===== config.mk =====
export PLATFORM = sky130hd
export DESIGN_NAME = axilite_gpio_in
export DESIGN_NICKNAME = d
export VERILOG_FILES = /design/src/rtl/uninasoc_pkg.sv /design/src/rtl/axilite_gpio_in_sync_edge_detect.sv /design/src/rtl/axilite_gpio_in.sv
export SDC_FILE = /design/constraint.sdc
export NUM_CORES = 1
export LEC_CHECK = 0
export ABC_AREA = 1
export BUFFER_PORTS_ARGS = -buffer_cell sky130_fd_sc_hd__buf_4
export CORE_MARGIN = 2
export CORE_UTILIZATION = 45
export DETAILED_ROUTE_END_ITERATION = 7
export PLACE_DENSITY = 0.82
export SYNTH_ARGS = -nofsm -noshare
export SYNTH_HDL_FRONTEND = slang
export SYNTH_HIERARCHICAL = 1
export SYNTH_SLANG_ARGS = --single-unit
export TNS_END_PERCENT = 30

===== constraint.sdc =====
create_clock -name clock_i -period 3 [get_ports clock_i]
set_input_delay 0.6 -clock clock_i [delete_from_list [all_inputs] [get_ports clock_i]]
set_output_delay 0.6 -clock clock_i [all_outputs]
set_load 0.1 [all_outputs]

===== src/rtl/uninasoc_pkg.sv =====
// uninasoc_pkg: shared SoC constants, GPIO-in register offsets, AXI responses and FSM states.
package uninasoc_pkg;

    localparam int NUM_GPIO_IN = 16;

    localparam logic [4:0] GPIO_IN_DATA_OFFSET = 5'h00;
    localparam logic [4:0] GPIO_IN_IER_OFFSET  = 5'h04;
    localparam logic [4:0] GPIO_IN_ISR_OFFSET  = 5'h08;
    localparam logic [4:0] GPIO_IN_POL_OFFSET  = 5'h0C;

    localparam logic [1:0] RESP_OKAY   = 2'b00;
    localparam logic [1:0] RESP_SLVERR = 2'b10;

    typedef enum logic {W_IDLE, W_RESP} wstate_e;
    typedef enum logic {R_IDLE, R_DATA} rstate_e;

    function automatic logic [31:0] strb_mask(input logic [3:0] s);
        return {{8{s[3]}}, {8{s[2]}}, {8{s[1]}}, {8{s[0]}}};
    endfunction

endpackage


===== src/rtl/axilite_gpio_in_sync_edge_detect.sv =====
// sync_edge_detect: 2-flop synchroniser, previous-sample register and polarity-selected
// edge detection, held off until the pipeline has filled after reset.
module sync_edge_detect #(
    parameter int W = 16
) (
    input  logic         clock_i,
    input  logic         reset_ni,
    input  logic [W-1:0] async_i,
    input  logic [W-1:0] pol_i,
    output logic [W-1:0] sync_o,
    output logic [W-1:0] edge_o
);

    logic [W-1:0] s1_q, s1_d, s2_q, s2_d, prev_q, prev_d;
    logic [1:0]   arm_q, arm_d;

    always_comb begin
        s1_d   = async_i;
        s2_d   = s1_q;
        prev_d = s2_q;
        arm_d  = (arm_q == 2'd3) ? arm_q : arm_q + 2'd1;
    end

    always_ff @(posedge clock_i or negedge reset_ni) begin
        if (!reset_ni) begin
            s1_q   <= '0;
            s2_q   <= '0;
            prev_q <= '0;
            arm_q  <= '0;
        end else begin
            s1_q   <= s1_d;
            s2_q   <= s2_d;
            prev_q <= prev_d;
            arm_q  <= arm_d;
        end
    end

    assign sync_o = s2_q;
    assign edge_o = (arm_q == 2'd3) ? ((pol_i & prev_q & ~s2_q) | (~pol_i & s2_q & ~prev_q)) : '0;

endmodule


===== src/rtl/axilite_gpio_in.sv =====
// axilite_gpio_in: AXI-Lite GPIO input peripheral with synchronised DATA, per-bit
// edge events latched into a W1C ISR, enable/polarity registers and a level interrupt.
module axilite_gpio_in
    import uninasoc_pkg::*;
#(
    parameter int NUM_IN     = NUM_GPIO_IN,
    parameter int ADDR_WIDTH = 32
) (
    input  logic                  clock_i,
    input  logic                  reset_ni,
    input  logic [NUM_IN-1:0]     gpio_in_i,
    input  logic [ADDR_WIDTH-1:0] s_axilite_awaddr,
    input  logic                  s_axilite_awvalid,
    output logic                  s_axilite_awready,
    input  logic [31:0]           s_axilite_wdata,
    input  logic [3:0]            s_axilite_wstrb,
    input  logic                  s_axilite_wvalid,
    output logic                  s_axilite_wready,
    output logic [1:0]            s_axilite_bresp,
    output logic                  s_axilite_bvalid,
    input  logic                  s_axilite_bready,
    input  logic [ADDR_WIDTH-1:0] s_axilite_araddr,
    input  logic                  s_axilite_arvalid,
    output logic                  s_axilite_arready,
    output logic [31:0]           s_axilite_rdata,
    output logic [1:0]            s_axilite_rresp,
    output logic                  s_axilite_rvalid,
    input  logic                  s_axilite_rready,
    output logic                  irq_o
);

    logic [NUM_IN-1:0] sync, edges;
    logic [NUM_IN-1:0] ier_q, ier_d, isr_q, isr_d, pol_q, pol_d, clr, wm, wd;
    wstate_e           wst_q, wst_d;
    rstate_e           rst_q, rst_d;
    logic [1:0]        bresp_q, bresp_d, rresp_q, rresp_d;
    logic [31:0]       rdata_q, rdata_d, wmask, rword;
    logic [4:0]        waddr, raddr;
    logic              irq_q, irq_d, wacc, racc;
    logic              unused_bits;

    sync_edge_detect #(.W(NUM_IN)) u_sed (
        .clock_i (clock_i),
        .reset_ni(reset_ni),
        .async_i (gpio_in_i),
        .pol_i   (pol_q),
        .sync_o  (sync),
        .edge_o  (edges)
    );

    assign unused_bits = ^{s_axilite_awaddr, s_axilite_araddr, s_axilite_wdata, wmask};

    always_comb begin
        wst_d = (wst_q == W_IDLE && s_axilite_awvalid && s_axilite_wvalid) ? W_RESP :
                (wst_q == W_RESP && s_axilite_bready) ? W_IDLE : wst_q;
        rst_d = (rst_q == R_IDLE && s_axilite_arvalid) ? R_DATA :
                (rst_q == R_DATA && s_axilite_rready) ? R_IDLE : rst_q;
    end

    always_comb begin
        s_axilite_awready = (wst_q == W_IDLE);
        s_axilite_wready  = (wst_q == W_IDLE);
        s_axilite_bvalid  = (wst_q == W_RESP);
        s_axilite_arready = (rst_q == R_IDLE);
        s_axilite_rvalid  = (rst_q == R_DATA);
    end

    always_comb begin
        waddr   = {s_axilite_awaddr[4:2], 2'b00};
        wacc    = (wst_q == W_IDLE) && s_axilite_awvalid && s_axilite_wvalid;
        wmask   = strb_mask(s_axilite_wstrb);
        wm      = wmask[NUM_IN-1:0];
        wd      = s_axilite_wdata[NUM_IN-1:0];
        ier_d   = (wacc && waddr == GPIO_IN_IER_OFFSET) ? (ier_q & ~wm) | (wd & wm) : ier_q;
        pol_d   = (wacc && waddr == GPIO_IN_POL_OFFSET) ? (pol_q & ~wm) | (wd & wm) : pol_q;
        clr     = (wacc && waddr == GPIO_IN_ISR_OFFSET) ? (wd & wm) : '0;
        // Clearing before OR-ing in new edges lets a coincident event survive the W1C.
        isr_d   = (isr_q & ~clr) | edges;
        bresp_d = wacc ? (s_axilite_awaddr[4] ? RESP_SLVERR : RESP_OKAY) : bresp_q;
        irq_d   = |(isr_q & ier_q);
    end

    always_comb begin
        raddr   = {s_axilite_araddr[4:2], 2'b00};
        racc    = (rst_q == R_IDLE) && s_axilite_arvalid;
        rword   = (raddr == GPIO_IN_DATA_OFFSET) ? 32'(sync)  :
                  (raddr == GPIO_IN_IER_OFFSET)  ? 32'(ier_q) :
                  (raddr == GPIO_IN_ISR_OFFSET)  ? 32'(isr_q) :
                  (raddr == GPIO_IN_POL_OFFSET)  ? 32'(pol_q) : 32'h0;
        rdata_d = racc ? rword : rdata_q;
        rresp_d = racc ? (s_axilite_araddr[4] ? RESP_SLVERR : RESP_OKAY) : rresp_q;
    end

    always_ff @(posedge clock_i or negedge reset_ni) begin
        if (!reset_ni) begin
            wst_q   <= W_IDLE;
            rst_q   <= R_IDLE;
            ier_q   <= '0;
            isr_q   <= '0;
            pol_q   <= '0;
            bresp_q <= RESP_OKAY;
            rresp_q <= RESP_OKAY;
            rdata_q <= '0;
            irq_q   <= 1'b0;
        end else begin
            wst_q   <= wst_d;
            rst_q   <= rst_d;
            ier_q   <= ier_d;
            isr_q   <= isr_d;
            pol_q   <= pol_d;
            bresp_q <= bresp_d;
            rresp_q <= rresp_d;
            rdata_q <= rdata_d;
            irq_q   <= irq_d;
        end
    end

    assign s_axilite_bresp = bresp_q;
    assign s_axilite_rdata = rdata_q;
    assign s_axilite_rresp = rresp_q;
    assign irq_o           = irq_q;

endmodule


## After elaboration in Yosys (flattened, before gate mapping)

Cells that the tools add are included.

- Reductions and logical operators: 12
- Shift operators: 0
- $add $sub $neg: 1
- Divide/modulo/power cells: 0
- Bitwise logic cells: 20
- Equal/unequal tests: 7
- Order comparisons: 0
- Multiplexer cells: 12
- Multipliers: 0

Operators with widths:

| kind | count |
|---|---|
| 16-bit bitwise AND | 9 |
| 16-bit 2-to-1 mux | 6 |
| 16-bit NOT | 5 |
| 16-bit OR | 4 |
| 16-bit OR reduction | 1 |
| 3-bit by 2-bit == test with 1-bit output (second input constant) | 4 |
| 1-bit logical AND | 8 |
| 3-bit by 1-bit == test with 1-bit output (second input constant) | 2 |
| 1-bit 2-to-1 mux | 4 |
| 2-bit 2-to-1 mux | 2 |
| 2-bit nonzero test | 2 |
| 3-bit zero test | 1 |
| 2-bit by 1-bit adder with 2-bit output (second input constant) | 1 |
| 2-bit == test (second input constant) | 1 |
| 1-bit NOT | 2 |

- Output and inout port bits: 42
- Register bits after elaboration: 137
- Word-level logic and storage cells: 65
- Memories kept: 0
- Input bits: 123
- Bits in writable memories: 0
- Latch bits: 0
- ROM bits: 0

## Longest topological paths before layout

- Word-level depth: 8
- Depth in mapped cells: 7
- Mapped depth without buffers: 7

## Modules after synthesis

Netlist, hierarchy kept.

Modules (own cells, without submodules):

| module | times used | cells each | seq. area each (um^2) | area each (um^2) |
|---|---|---|---|---|
| axilite_gpio_in | 1 | 475 | 1726.7 | 3643.5 |
| sync_edge_detect | 1 | 185 | 1251.2 | 1801.7 |

## Least setup slack after synthesis

OpenSTA, ideal clock, no wires.

- Kind: register to output
- Start point: reg wst_q (netlist: s_axilite_bvalid)
- End point: out s_axilite_wready
- Required time: 2.400 ns
- Cell stages (with the launch flop): 3
- Path slack: 0.344 ns
- Arrival: 2.056 ns
- Buffers on the path: 1
- Cell sequence: dfrtp_1 > inv_1 > buf_4

- Word-level cells in the longest chain between the ends: 1

Ends and longest elaborated chain:

| item | RTL line | RTL |
|---|---|---|
| start: declaration | axilite_gpio_in.sv:34 | `wstate_e wst_q, wst_d;` |
| start signal: assignment | axilite_gpio_in.sv:106 | `wst_q <= wst_d;` |
| 1-bit NOT | - |  |
| end: declaration | axilite_gpio_in.sv:18 | `output logic s_axilite_wready,` |

No other way between the ends.

## Worst setup path after layout

- Start point: reg wst_q (netlist: s_axilite_bvalid)
- End point: out s_axilite_awready

- Word-level cells in the longest chain between the ends: 1

Ends and longest elaborated chain:

| item | RTL line | RTL |
|---|---|---|
| 1-bit NOT | axilite_gpio_in.sv:61 | `s_axilite_awready = (wst_q == W_IDLE);` |
| end: declaration | axilite_gpio_in.sv:14 | `output logic s_axilite_awready,` |

No other way between the ends.

==> results_dict.tcl <==
set metrics [dict create \
    fin_util_pct 55.9 \
    final_common_cell "nand2_1" \
    netlist_instances 660 \
    grt_max_degree 56 \
    cts_buffers 17 \
    dr.pass1.iters 5 \
    r2r-start "u_sed/arm_q[0]$_DFFE_PN0N_" \
    yosys.area.top_type_share_pct 54.7 \
    die_h_um 114 \
    r2r_slack_ps 1300 \
    vias_per_cell 5.13 \
    drive_above_1_share_pct 17.4 \
    start_util_pct 45.7 \
    multi_input_area_um2 1910 \
    synth_warnings 6 \
    r2r-end "isr_q[14]$_DFF_PN0_" \
    first_global_vias 4288 \
    dr.first_iter.drc_count 421 \
    clock_sinks 119 \
    rsz0062_at_grt "no" \
    tightest_slew_ps 960 \
    crit_type "reg -> out" \
    synth_area_um2 5450 \
    finalClockSkew_ps 5.63 \
    ios 165 \
    maxCapViolations 0 \
    antenna_left 0 \
    fmax_mhz 556 \
    setup_violations 0 \
    cp.required_ps 2400 \
    placed_cells 858 \
    synth-seq-cells 119 \
    dp_hpwl_um 8290 \
    grt_pass1_wl_um 20900 \
    synth_cell_types 23 \
    cts_tree "done" \
    fin_crit_sh_pct 60.0 \
    clk-insertion-delay-late_ps 410 \
    seq_area_frac_synth_pct 54.7 \
    dieArea_um2 13000 \
    clock_tree.root_cell "clkbuf_16" \
    synth.avg_cell_area_um2 8.25 \
    vias 4567 \
    crit_fanout 3 \
    arrival_ps 1200 \
    gp_congestion 0.844 \
    relSlewSlack_pct 36.0 \
    h-tree-depth 4 \
    wire_per_inst_um 14.4 \
    diodes 0 \
    endpoint_kind "output pin" \
    ir_drop_mv 0.436 \
    clk_pin_slew_ps 50 \
    finalCriticalPeriod_ps 1800 \
    routed_wl_um 12800 \
    grt_usage_pct 20.8 \
    core_um2 11900 \
    drc 0 \
    reg2reg_depth 5 \
    hold_viol_final 0 \
    fill_cells 1071 \
    fin_nets 854 \
    layout_common_cells "nand2_1 (159), dfrtp_1 (119), nor2_1 (96)" \
    stdcell_count 890 \
    ctsHoldBuffers 0 \
    clk_path_buf_depth 2 \
    cts_resized 0 \
    antenna_found_initial 0 \
    gr-total-overflow 0 \
    status "finished, final reports clean" \
    p_per_area_nw_per_um2 780 \
    rows 40 \
    dieWidth_um 114 \
    slew_viol_final 0 \
    port_buffers 70 \
    critPathLaunchType "register" \
    power_leakage_nw 3.46 \
    synthTopCellsByArea "dfrtp_1 (55%), nand2_1 (11%), nor2_1 (6.8%)" \
    synth.largest_area_cell "dfrtp_1" \
    seq_area_um2 2980 \
    hp-class "in -> async" \
    fin_setup_tns_ps 0 \
    hold_ws_ps 247 \
    post_cts_buffers 0 \
    syn2layout_area_growth_pct 22.4 \
]
-- layer usage --
metal	wire length, um	part of all wire (%)	global-route usage [%]	vias to the layer above
li1	-	-	-	2190
met4	386	3.0	9.92	0
met5	0	0	0	-
met3	1070	8.3	4.78	41
met1	5340	42	28.2	2108
met2	6020	47	32.0	228
-- layout make-up --
| class | count | share of cell area, % |
|---|---|---|
| Clock inverter | 14 | 2.65 |
| Timing Repair Buffer | 84 | 9.84 |
| Sequential cell | 119 | 44.7 |
| Multi-Input combinational cell | 423 | 28.7 |
| Tap cell | 147 | 2.76 |
| Clock buffer | 18 | 6.59 |
| Inverter | 85 | 4.79 |
-- worst max-delay path, cell delays in order, from the launching register on --
cell	delay (ps)
dfrtp_1	400
inv_1	90
buf_4	290
-- synthesized netlist by cell type --
cell / count
buf_4: 20
dfrtp_1: 119
nand3_1: 46
nand4_1: 57
nand2_2: 1
ha_1: 1
nand2_1: 159
o21ai_1: 2
conb_1: 1
nor3_2: 2
inv_1: 84
buf_6: 1
nor2_2: 2
nor2_1: 98
nand3b_1: 2
inv_2: 1
o21ai_0: 29
xnor2_1: 1
buf_2: 16
clkbuf_1: 12
buf_12: 1
nand3_2: 4
nor3_4: 1
-- kinds of logic (layout without fill, tap and decap cells) --
| family | count (synthesis) | count (layout) | share of synthesized area [%] |
|---|---|---|---|
| AND/OR/NAND/NOR | 372 | 372 | 30.5 |
| AO/OA/AOI/OAI | 31 | 31 | 2.85 |
| other | 1 | 18 | 0.0689 |
| flip-flops | 119 | 119 | 54.7 |
| buffers and inverters | 135 | 201 | 11.5 |
| adder cells (fa/ha/maj) | 1 | 1 | 0.230 |
| XOR/XNOR | 1 | 1 | 0.161 |
-- through the flow --
| step | setup WS [ps] | total power [mW] | area (um^2) |
|---|---|---|---|
| floorplan | 344 | 2.84 | 5510 |
| global placement | 1070 | 3.12 | 6050 |
| detailed placement | 1020 | 3.14 | 6050 |
| CTS | 1180 | 5.23 | 6660 |
| global route | 1150 | 5.41 | 6660 |
| finish | 1200 | 5.20 | 6660 |
-- power by group --
part / internal, mW / switching [mW]
clock: 1.33 / 0.751
sequential: 1.78 / 0.118
combinational: 0.283 / 0.937
total: 3.39 / 1.81
-- how the worst max path moves through the flow --
stage                        end                    startpoint
3_3_place_gp            register              s_axilite_wvalid
2_1_floorplan   s_axilite_wready  s_axilite_bvalid$_DFFE_PN0P_
5_1_grt        s_axilite_awready  s_axilite_bvalid$_DFFE_PN0P_
4_1_cts        s_axilite_awready  s_axilite_bvalid$_DFFE_PN0P_
6_report       s_axilite_awready  s_axilite_bvalid$_DFFE_PN0P_
3_5_place_dp            register              s_axilite_wvalid
Note: power is estimated with default switching activity, not from simulation.
